**config.mk**
```make
export PLATFORM = sky130hd
export DESIGN_NAME = vid_frame_crc
export DESIGN_NICKNAME = d
export VERILOG_FILES = /design/src/rtl/vid_pkg.sv /design/src/rtl/vid_crc32_step.sv /design/src/rtl/vid_frame_crc.sv
export SDC_FILE = /design/constraint.sdc
export NUM_CORES = 1
export LEC_CHECK = 0
export CAP_MARGIN = 20
export CORE_MARGIN = 2
export CORE_UTILIZATION = 55
export DETAILED_ROUTE_END_ITERATION = 8
export GPL_ROUTABILITY_DRIVEN = 0
export PLACE_DENSITY_LB_ADDON = 0.05
export SYNTH_ARGS = -nofsm -noshare
export SYNTH_HDL_FRONTEND = slang
export SYNTH_SLANG_ARGS = --single-unit
```
**constraint.sdc**
```tcl
create_clock -name clk -period 11.8 [get_ports clk]
set_input_delay 1.18 -clock clk [delete_from_list [all_inputs] [get_ports clk]]
set_output_delay 1.18 -clock clk [all_outputs]
set_load 0.02 [all_outputs]
```
**src/rtl/vid_pkg.sv**
```systemverilog
// Shared video-path types and constants: pixel colour, sync bundle and the CRC-32 polynomial.
package vid_pkg;

    // CRC-32/MPEG-2 generator polynomial (non-reflected)
    localparam logic [31:0] CRC32_POLY = 32'h04C11DB7;

    typedef struct packed {
        logic [7:0] r;
        logic [7:0] g;
        logic [7:0] b;
    } rgb_t;

    typedef struct packed {
        logic hsync;
        logic hblank;
        logic vsync;
        logic vblank;
    } vid_sync_t;

    function automatic vid_sync_t pack_sync(input logic hsync, input logic hblank,
                                            input logic vsync, input logic vblank);
        vid_sync_t s;
        s.hsync  = hsync;
        s.hblank = hblank;
        s.vsync  = vsync;
        s.vblank = vblank;
        return s;
    endfunction

    function automatic rgb_t pack_rgb(input logic [7:0] r, input logic [7:0] g,
                                      input logic [7:0] b);
        rgb_t p;
        p.r = r;
        p.g = g;
        p.b = b;
        return p;
    endfunction

endpackage

```
**src/rtl/vid_crc32_step.sv**
```systemverilog
// One-clock CRC-32/MPEG-2 update over a 24-bit word, MSB first; purely combinational.
module vid_crc32_step
    import vid_pkg::*;
(
    input  logic [31:0] crc_in,
    input  logic [23:0] data,
    output logic [31:0] crc_out
);

    logic [31:0] c;

    // 24 unrolled shift-and-conditional-xor bit steps
    always_comb begin
        c = crc_in;
        for (int i = 23; i >= 0; i--) begin
            c = {c[30:0], 1'b0} ^ ((c[31] ^ data[i]) ? CRC32_POLY : 32'h0);
        end
        crc_out = c;
    end

endmodule

```
**src/rtl/vid_frame_crc.sv**
```systemverilog
// Pixel-bus monitor: per-frame line width / line count / CRC-32 of active RGB,
// published through a valid/ack result register with sticky overrun flag.
module vid_frame_crc
    import vid_pkg::*;
#(
    parameter int unsigned H_W      = 12,
    parameter int unsigned V_W      = 11,
    parameter logic [31:0] CRC_INIT = 32'hFFFFFFFF
) (
    input  logic           clk,
    input  logic           reset,
    input  logic           pix_en,
    input  logic           hsync,
    input  logic           hblank,
    input  logic           vsync,
    input  logic           vblank,
    input  logic [7:0]     R,
    input  logic [7:0]     G,
    input  logic [7:0]     B,
    input  logic           res_ack,
    output logic           res_valid,
    output logic [31:0]    res_crc,
    output logic [H_W-1:0] res_width,
    output logic [V_W-1:0] res_lines,
    output logic           res_line_err,
    output logic           res_overrun,
    output logic           frame_done
);

    localparam logic [H_W-1:0] PixMax  = '1;
    localparam logic [V_W-1:0] LineMax = '1;

    vid_sync_t sync;
    rgb_t      pix;
    logic      unused_sync;

    assign sync        = pack_sync(hsync, hblank, vsync, vblank);
    assign pix         = pack_rgb(R, G, B);
    assign unused_sync = sync.hsync ^ sync.vsync;

    logic [31:0]    crc_q, crc_d, crc_stepped;
    logic [H_W-1:0] line_pix_q, line_pix_d;
    logic [V_W-1:0] lines_q, lines_d;
    logic [H_W-1:0] width_q, width_d;
    logic           line_err_q, line_err_d;
    logic           prev_hblank_q, prev_hblank_d;
    logic           prev_vblank_q, prev_vblank_d;
    logic [31:0]    res_crc_q, res_crc_d;
    logic [H_W-1:0] res_width_q, res_width_d;
    logic [V_W-1:0] res_lines_q, res_lines_d;
    logic           res_line_err_q, res_line_err_d;
    logic           res_valid_q, res_valid_d;
    logic           res_overrun_q, res_overrun_d;
    logic           frame_done_q, frame_done_d;

    logic           active, hb_rise, vb_rise, frame_end, close_line;
    logic [V_W-1:0] lines_c;
    logic [H_W-1:0] width_c;
    logic           err_c;

    vid_crc32_step u_crc_step (
        .crc_in  (crc_q),
        .data    (pix),
        .crc_out (crc_stepped)
    );

    // Event decode plus the accumulator values after closing the current line
    always_comb begin
        active     = pix_en & ~sync.hblank & ~sync.vblank;
        hb_rise    = pix_en & ~prev_hblank_q & sync.hblank & ~sync.vblank;
        vb_rise    = pix_en & ~prev_vblank_q & sync.vblank;
        frame_end  = vb_rise & ((lines_q != '0) | (line_pix_q != '0));
        // A frame end with an open line closes that line first
        close_line = (hb_rise | frame_end) & (line_pix_q != '0);
        lines_c    = lines_q;
        width_c    = width_q;
        err_c      = line_err_q;
        if (close_line) begin
            lines_c = (lines_q == LineMax) ? lines_q : lines_q + V_W'(1);
            if (lines_q == '0) begin
                width_c = line_pix_q;
            end else if (line_pix_q != width_q) begin
                err_c = 1'b1;
            end
        end
    end

    // Next state for accumulators, result registers and handshake
    always_comb begin
        crc_d          = crc_q;
        line_pix_d     = line_pix_q;
        lines_d        = lines_q;
        width_d        = width_q;
        line_err_d     = line_err_q;
        prev_hblank_d  = prev_hblank_q;
        prev_vblank_d  = prev_vblank_q;
        res_crc_d      = res_crc_q;
        res_width_d    = res_width_q;
        res_lines_d    = res_lines_q;
        res_line_err_d = res_line_err_q;
        res_valid_d    = res_valid_q;
        res_overrun_d  = res_overrun_q;
        frame_done_d   = 1'b0;

        if (pix_en) begin
            prev_hblank_d = sync.hblank;
            prev_vblank_d = sync.vblank;
        end
        if (active) begin
            crc_d      = crc_stepped;
            line_pix_d = (line_pix_q == PixMax) ? line_pix_q : line_pix_q + H_W'(1);
        end
        if (close_line) begin
            line_pix_d = '0;
            lines_d    = lines_c;
            width_d    = width_c;
            line_err_d = err_c;
        end
        if (frame_end) begin
            res_crc_d      = crc_q;
            res_width_d    = width_c;
            res_lines_d    = lines_c;
            res_line_err_d = err_c;
            frame_done_d   = 1'b1;
            res_valid_d    = 1'b1;
            if (res_valid_q && !res_ack) begin
                res_overrun_d = 1'b1;
            end
            crc_d      = CRC_INIT;
            line_pix_d = '0;
            lines_d    = '0;
            width_d    = '0;
            line_err_d = 1'b0;
        end else if (res_valid_q && res_ack) begin
            res_valid_d = 1'b0;
        end
    end

    // State registers; blanking history resets high so the first frame needs a real edge
    always_ff @(posedge clk or posedge reset) begin
        if (reset) begin
            crc_q          <= CRC_INIT;
            line_pix_q     <= '0;
            lines_q        <= '0;
            width_q        <= '0;
            line_err_q     <= 1'b0;
            prev_hblank_q  <= 1'b1;
            prev_vblank_q  <= 1'b1;
            res_crc_q      <= '0;
            res_width_q    <= '0;
            res_lines_q    <= '0;
            res_line_err_q <= 1'b0;
            res_valid_q    <= 1'b0;
            res_overrun_q  <= 1'b0;
            frame_done_q   <= 1'b0;
        end else begin
            crc_q          <= crc_d;
            line_pix_q     <= line_pix_d;
            lines_q        <= lines_d;
            width_q        <= width_d;
            line_err_q     <= line_err_d;
            prev_hblank_q  <= prev_hblank_d;
            prev_vblank_q  <= prev_vblank_d;
            res_crc_q      <= res_crc_d;
            res_width_q    <= res_width_d;
            res_lines_q    <= res_lines_d;
            res_line_err_q <= res_line_err_d;
            res_valid_q    <= res_valid_d;
            res_overrun_q  <= res_overrun_d;
            frame_done_q   <= frame_done_d;
        end
    end

    assign res_valid    = res_valid_q;
    assign res_crc      = res_crc_q;
    assign res_width    = res_width_q;
    assign res_lines    = res_lines_q;
    assign res_line_err = res_line_err_q;
    assign res_overrun  = res_overrun_q;
    assign frame_done   = frame_done_q;

endmodule

```
==> impl_metrics.ini, run 1 <==
[outcome]
status = finished, final reports clean

[finish]
areaGrowthSynthToFinish_pct = 21.1
layout-drive-gt1-share_pct = 10.6
fillers = 1067
finalNetCount = 852
antenna_cells = 0

[setup_path]
path_max_fanout = 8
cp.arrival_ns = 4.80
crit_path_end_kind = flop
timing_worst_setup_path_type = in -> reg
rrSetupSlack_ns = 8.10
worstReg2RegStart = crc_q[24]
crit_path_start_kind = primary input
cp-startpoint = R[0]
reg2regPathDepth = 8
cp.required_ns = 12.14
regToRegEndpoint = crc_q[6]
crit_path_end = crc_q[6]

[timing]
min_period_ns = 4.46
max-slew-margin-rel_pct = 40.5
clock.fmax_ghz = 0.224
timing.setup.tns_ns = 0
finClkSkew_ns = 0.00942
tightest_slew_ns = 0.886
hold_viol_final = 0
finalSetupViolCount = 0
fin_crit_sh_pct = 37.8
slew_viol_final = 0
rsz0062_at_grt = false

[clocking]
h-tree-depth = 4
postCtsSetupBuffers = 0
clockBufferDepth = 2
cts_buffers = 17
clock-sinks = 129
cts_resized = 0
clock_latency_ns = 0.41
path_clk_slew_ns = 0.05
cts_root_buf = clkbuf_16
holdBufCountCts = 0
cts_tree = built

[yosys]
yosys_warnings = 0
synth_flop_cell = dfrtp_1
synth_edf_count = 0
synth_seq_cells = 129
ys_async_sr_fraction_pct = 100
synth_area_per_cell_um2 = 10.2
syn-num-nets = 767
yosysSeqAreaShare_pct = 44.0
synthCells = 731
synth.distinct_cells = 40
syn-cell-area_mm2 = 0.00743

[floorplan]
die_w_um = 120
fp.coreArea_mm2 = 0.0132
die-area_mm2 = 0.0145
initial_core_util_pct = 56.1
die_h_um = 120
io_pins = 91
core.rowCount = 42

[placement]
dpl.hpwl_mm = 11.9
portBuffers = 88

[global_routing]
grt_max_degree = 85
grt_pass1_wl_mm = 27.8
grt_pass1_vias = 5540
grt_use_total_pct = 24.9
antenna_found_initial = 0
globalRouteOverflowTotal = 0

[routing]
routed-via-count = 5299
ant_nets = 0
routed_wl_mm = 16.8
drt_first_pass_iters = 4
via_per_inst = 5.28
drt-initial-drc-count = 267
drt-wirelength-per-cell_um = 16.7
drc = 0

[flow_run]
drv_cap = 0

[worst_hold_path]
hp-class = reg -> reg
## area by class of cell
cell class              count  area [µm²]  area share, %
clock buffers              26         479           5.32
clock inverters             5        31.3          0.348
inverters                   8        32.5          0.361
multi-input cells         565        4030           44.7
flip-flops and latches    129        3270           36.3
well taps                 176         220           2.45
repair buffers             95         941           10.5
## critical path, cell delays in order
cell and delay (ns):
clkdlybuf4s50_1 0.57, xor2_4 0.39, xnor3_2 0.55, xnor3_2 0.45
xnor3_1 0.51, xor3_2 0.58, xnor2_2 0.20, xnor2_1 0.17
a21oi_1 0.17
## routing by layer
layer	vias to the layer above	track usage [%]	share of wire, %
met5	-	0	0
met4	0	8.87	2.0
met3	27	5.09	3.3
met2	112	44.0	52
met1	2634	30.4	42
li1	2526	-	-
## through the flow
| step | area, µm² | worst slack [ns] | hold slack [ns] | utilization (%) | cells |
|---|---|---|---|---|---|
| floorplan | 7430 | 7.24 | 0.446 | - | 731 |
| global placement | 8470 | 6.93 | 0.461 | 63.9 | 971 |
| detailed placement | 8470 | 6.94 | 0.462 | 63.9 | 971 |
| CTS | 8980 | 7.32 | 0.475 | 67.8 | 1002 |
| global route | 9000 | 7.22 | 0.491 | 68.0 | 1004 |
| finish | 9000 | 7.34 | 0.469 | 68.0 | 1004 |
## kinds of logic after synthesis
kind of cell / after synthesis / synth area share, %
AO/OA/AOI/OAI: 71 / 5.19
XOR/XNOR: 239 / 33.0
adder cells (fa/ha/maj): 4 / 0.674
buffers and inverters: 37 / 1.87
flip-flops: 129 / 44.0
multiplexers: 15 / 2.05
AND/OR/NAND/NOR: 236 / 13.2
## synthesized netlist by cell type, drive strengths merged, types with 2 or more instances
cell type / n / area share, %
xnor2: 165 / 20
dfstp: 34 / 12
and4: 2 / 0.24
nor3b: 2 / 0.20
dfrtp: 95 / 32
mux2i: 13 / 1.8
clkbuf: 29 / 1.5
o21ai: 29 / 2.0
o211ai: 2 / 0.20
inv: 7 / 0.35
or3: 2 / 0.17
xor2: 56 / 7.1
a21oi: 32 / 2.2
nor2: 68 / 3.4
nand3: 5 / 0.34
nand2: 131 / 6.6
xor3: 4 / 1.4
xnor3: 14 / 4.4
mux2: 2 / 0.30
o22a: 4 / 0.47
ha: 4 / 0.67
and3: 5 / 0.42
nor4: 5 / 0.42
nor4b: 2 / 0.24
nor3: 3 / 0.20
nand4: 8 / 0.67
## state kept, by name (all words and copies together) (netlist names)
name	cells
line_err_q	1
lines_q	11
res_line_err	1
res_width	12
prev_hblank_q	1
frame_done	1
width_q	12
res_overrun	1
crc_q	32
res_valid	1
line_pix_q	12
prev_vblank_q	1
res_lines	11
res_crc	32
## worst min-delay path by stage
stage                start     endpoint  slack, ns  cells past startpoint
2_1_floorplan   line_err_q   line_err_q       0.45                      2
6_report       res_crc[21]  res_crc[21]       0.47                      2
3_5_place_dp   res_crc[21]  res_crc[21]       0.46                      2
5_1_grt         res_crc[2]   res_crc[2]       0.49                      2
3_3_place_gp   res_overrun  res_overrun       0.46                      1
4_1_cts        res_crc[21]  res_crc[21]       0.48                      2
## layout by cell type (no fill, tap or decap), types with 3 or more instances in the layout
master | synthesis | final
xnor2_2 | 7 | 7
o22a_1 | 4 | 4
and3_1 | 5 | 5
xnor2_1 | 158 | 158
clkdlybuf4s50_1 | 0 | 88
xor3_2 | 3 | 3
xnor3_1 | 10 | 10
clkbuf_1 | 29 | 7
nor3_1 | 3 | 3
nor4_1 | 5 | 5
dfrtp_1 | 95 | 95
xor2_1 | 53 | 53
nand2_1 | 131 | 131
o21ai_0 | 29 | 29
mux2i_1 | 13 | 13
nor2_1 | 68 | 68
ha_1 | 4 | 4
dfstp_2 | 34 | 34
nand3_1 | 5 | 5
clkbuf_16 | 0 | 17
a21oi_1 | 32 | 32
inv_1 | 7 | 6
buf_4 | 0 | 6
clkinv_2 | 0 | 3
nand4_1 | 8 | 8
Power of run 1 is not shown: default switching activity piles up to over one toggle a cycle in this logic, so the estimate is an artifact.
==> inputs of run 2 (changes only) <==
--- a/config.mk
+++ b/config.mk
@@ -7,7 +7,7 @@
 export LEC_CHECK = 0
 export CAP_MARGIN = 20
 export CORE_MARGIN = 2
-export CORE_UTILIZATION = 55
+export CORE_UTILIZATION = 51
 export DETAILED_ROUTE_END_ITERATION = 8
 export GPL_ROUTABILITY_DRIVEN = 0
 export PLACE_DENSITY_LB_ADDON = 0.05
==> constraint.sdc (replaced) <==
create_clock -name clk -period 3.57 [get_ports clk]
set_input_delay 0.357 -clock clk [delete_from_list [all_inputs] [get_ports clk]]
set_output_delay 0.357 -clock clk [all_outputs]
set_load 0.02 [all_outputs]
==> run 2 against run 1 <==
Net effect: routed wire length increased by 5.1%; core utilization decreased by 2.3 points; non-clock buffer count increased by 37; highest routed layer unchanged; worst setup slack got worse by 7.0 ns; worst hold slack got worse by 0.045 ns; sequential share of layout area decreased by 1.7 points; clock-buffer cell count decreased by 7; largest cell class unchanged; global-route usage decreased by 1.1 points; critical path depth decreased by 1; clock skew decreased by 0.0025 ns; register-to-register slack got worse by 7.8 ns; first-iteration DRC count increased by 15%.
==> impl_metrics.ini, run 2 (same netlist as run 1, synthesis figures left out) <==
[placement]
placed_cell_area_mm2 = 0.00878
dpl.hpwl_mm = 13.0
portBuffers = 88

[floorplan]
die_h_um = 125
core.rowCount = 44
io_pins = 91
fp.coreArea_mm2 = 0.0144
initial_core_util_pct = 51.7
die-area_mm2 = 0.0156
die_w_um = 125

[routing]
drt-initial-drc-count = 308
drt-wirelength-per-cell_um = 16.8
routed_wl_mm = 17.6
routed-via-count = 5409
drc = 0
drt_first_pass_iters = 4
via_per_inst = 5.15
ant_nets = 0

[setup_path]
crit_path_end_kind = flop
worstReg2RegStart = crc_q[24]
cp-startpoint = crc_q[24]
path_max_fanout = 3
cp.required_ns = 3.92
cpLargestDelayFamily = XOR/XNOR gates
crit_top_cell = xnor3_2
timing_worst_setup_path_type = reg -> reg
slowest_stage = dfstp_2
cp.arrival_ns = 3.57
path_buf_inv = 0
slowest_delay_ns = 0.63
crit_path_start_kind = flop
crit_path_cell_trace = xor2_4 > xnor3_2 > xnor3_2 > xnor3_1 > xor3_2 > xnor2_2 > xnor2_1 > a21oi_1

[global_routing]
globalRouteOverflowTotal = 0
grt_max_degree = 66
grt_pass1_vias = 5746
grt_pass1_wl_mm = 29.4
grt_use_total_pct = 23.8
antenna_found_initial = 0

[finish]
final_common_cell = xnor2_1
fin_util_pct = 65.7
areaGrowthSynthToFinish_pct = 27.0
fillers = 1154
layout_common_cells = 158 x xnor2_1, 131 x nand2_1, 95 x dfrtp_1
layout-drive-gt1-share_pct = 15.2
antenna_cells = 0
finalNetCount = 889
design_area_mm2 = 0.00944

[timing]
fin_crit_sh_pct = 90.3
timing.setup.tns_ns = 0
tightest_slew_ns = 0.752
slew_viol_final = 0
finClkSkew_ns = 0.00694
max-slew-margin-rel_pct = 49.8
rsz0062_at_grt = false
clock.fmax_ghz = 0.310
min_period_ns = 3.22
hold_viol_final = 0
finalSetupViolCount = 0

[clocking]
path_clk_slew_ns = 0.06
h-tree-depth = 4
holdBufCountCts = 0
clock_latency_ns = 0.42
clockBufferDepth = 2
cts_tree = built
cts_buffers = 17
postCtsSetupBuffers = 0
clock-sinks = 129
cts_resized = 0
cts_root_buf = clkbuf_16

[outcome]
status = finished, final reports clean

[worst_hold_path]
hp-class = in -> async

[flow_run]
drv_cap = 0
-- run 2: cell types whose count changed in the layout (fill, tap and decap cells not counted) --
| cell | change |
|---|---|
| buf_4 | +37 |
| clkbuf_1 | -6 |
| bufinv_16 | +5 |
| inv_6 | +2 |
| buf_12 | +1 |
| buf_8 | -1 |
| clkbuf_8 | -1 |
| clkinv_4 | +1 |
| clkinvlp_4 | +1 |
| inv_4 | -1 |
-- run 2: cell type report --
class / count / area, µm² / share of cell area [%]
clock buffer: 19 / 443 / 4.69
inverter: 8 / 33.8 / 0.358
tap: 184 / 230 / 2.44
multi-input combinational: 565 / 4030 / 42.7
timing repair buffer: 132 / 1220 / 13.0
clock inverter: 13 / 208 / 2.20
sequential: 129 / 3270 / 34.7
-- run 2: worst paths after layout --
check,to,cells past startpoint,slack [ns]
worst min-delay path,res_valid,2,0.42
worst min register to register,res_crc[25],2,0.47
min in group clk,res_crc[25],2,0.47
max in group asynchronous,crc_q[23],3,2.23
worst max register to register,crc_q[6],8,0.35
worst max-delay path,crc_q[6],8,0.35
-- run 2: worst register-to-register path: cells and delay by family, from the launching register on --
kind | cells | cell delay (ns)
AOI/OAI and AO/OA | 1 | 0.15
DFF | 1 | 0.63
xor gates and xnor gates | 7 | 2.38
-- run 2: metrics by stage --
stage / worst slack [ns] / cells / hold WS (ns)
final: 0.345 / 1050 / 0.425
after detailed placement: 0.0658 / 1018 / 0.461
after floorplan: 0.290 / 731 / 0.446
after global routing: 0.244 / 1050 / 0.456
after CTS: 0.339 / 1050 / 0.437
after global placement: 0.102 / 1018 / 0.459
-- run 2: per-layer routing --
metal  track usage [%]  share of wire [%]
met5                 0                  0
met4              11.0                3.7
met3              4.94                4.1
met2              40.9                 51
met1              28.9                 41
Power of run 2 is left out for the same reason.
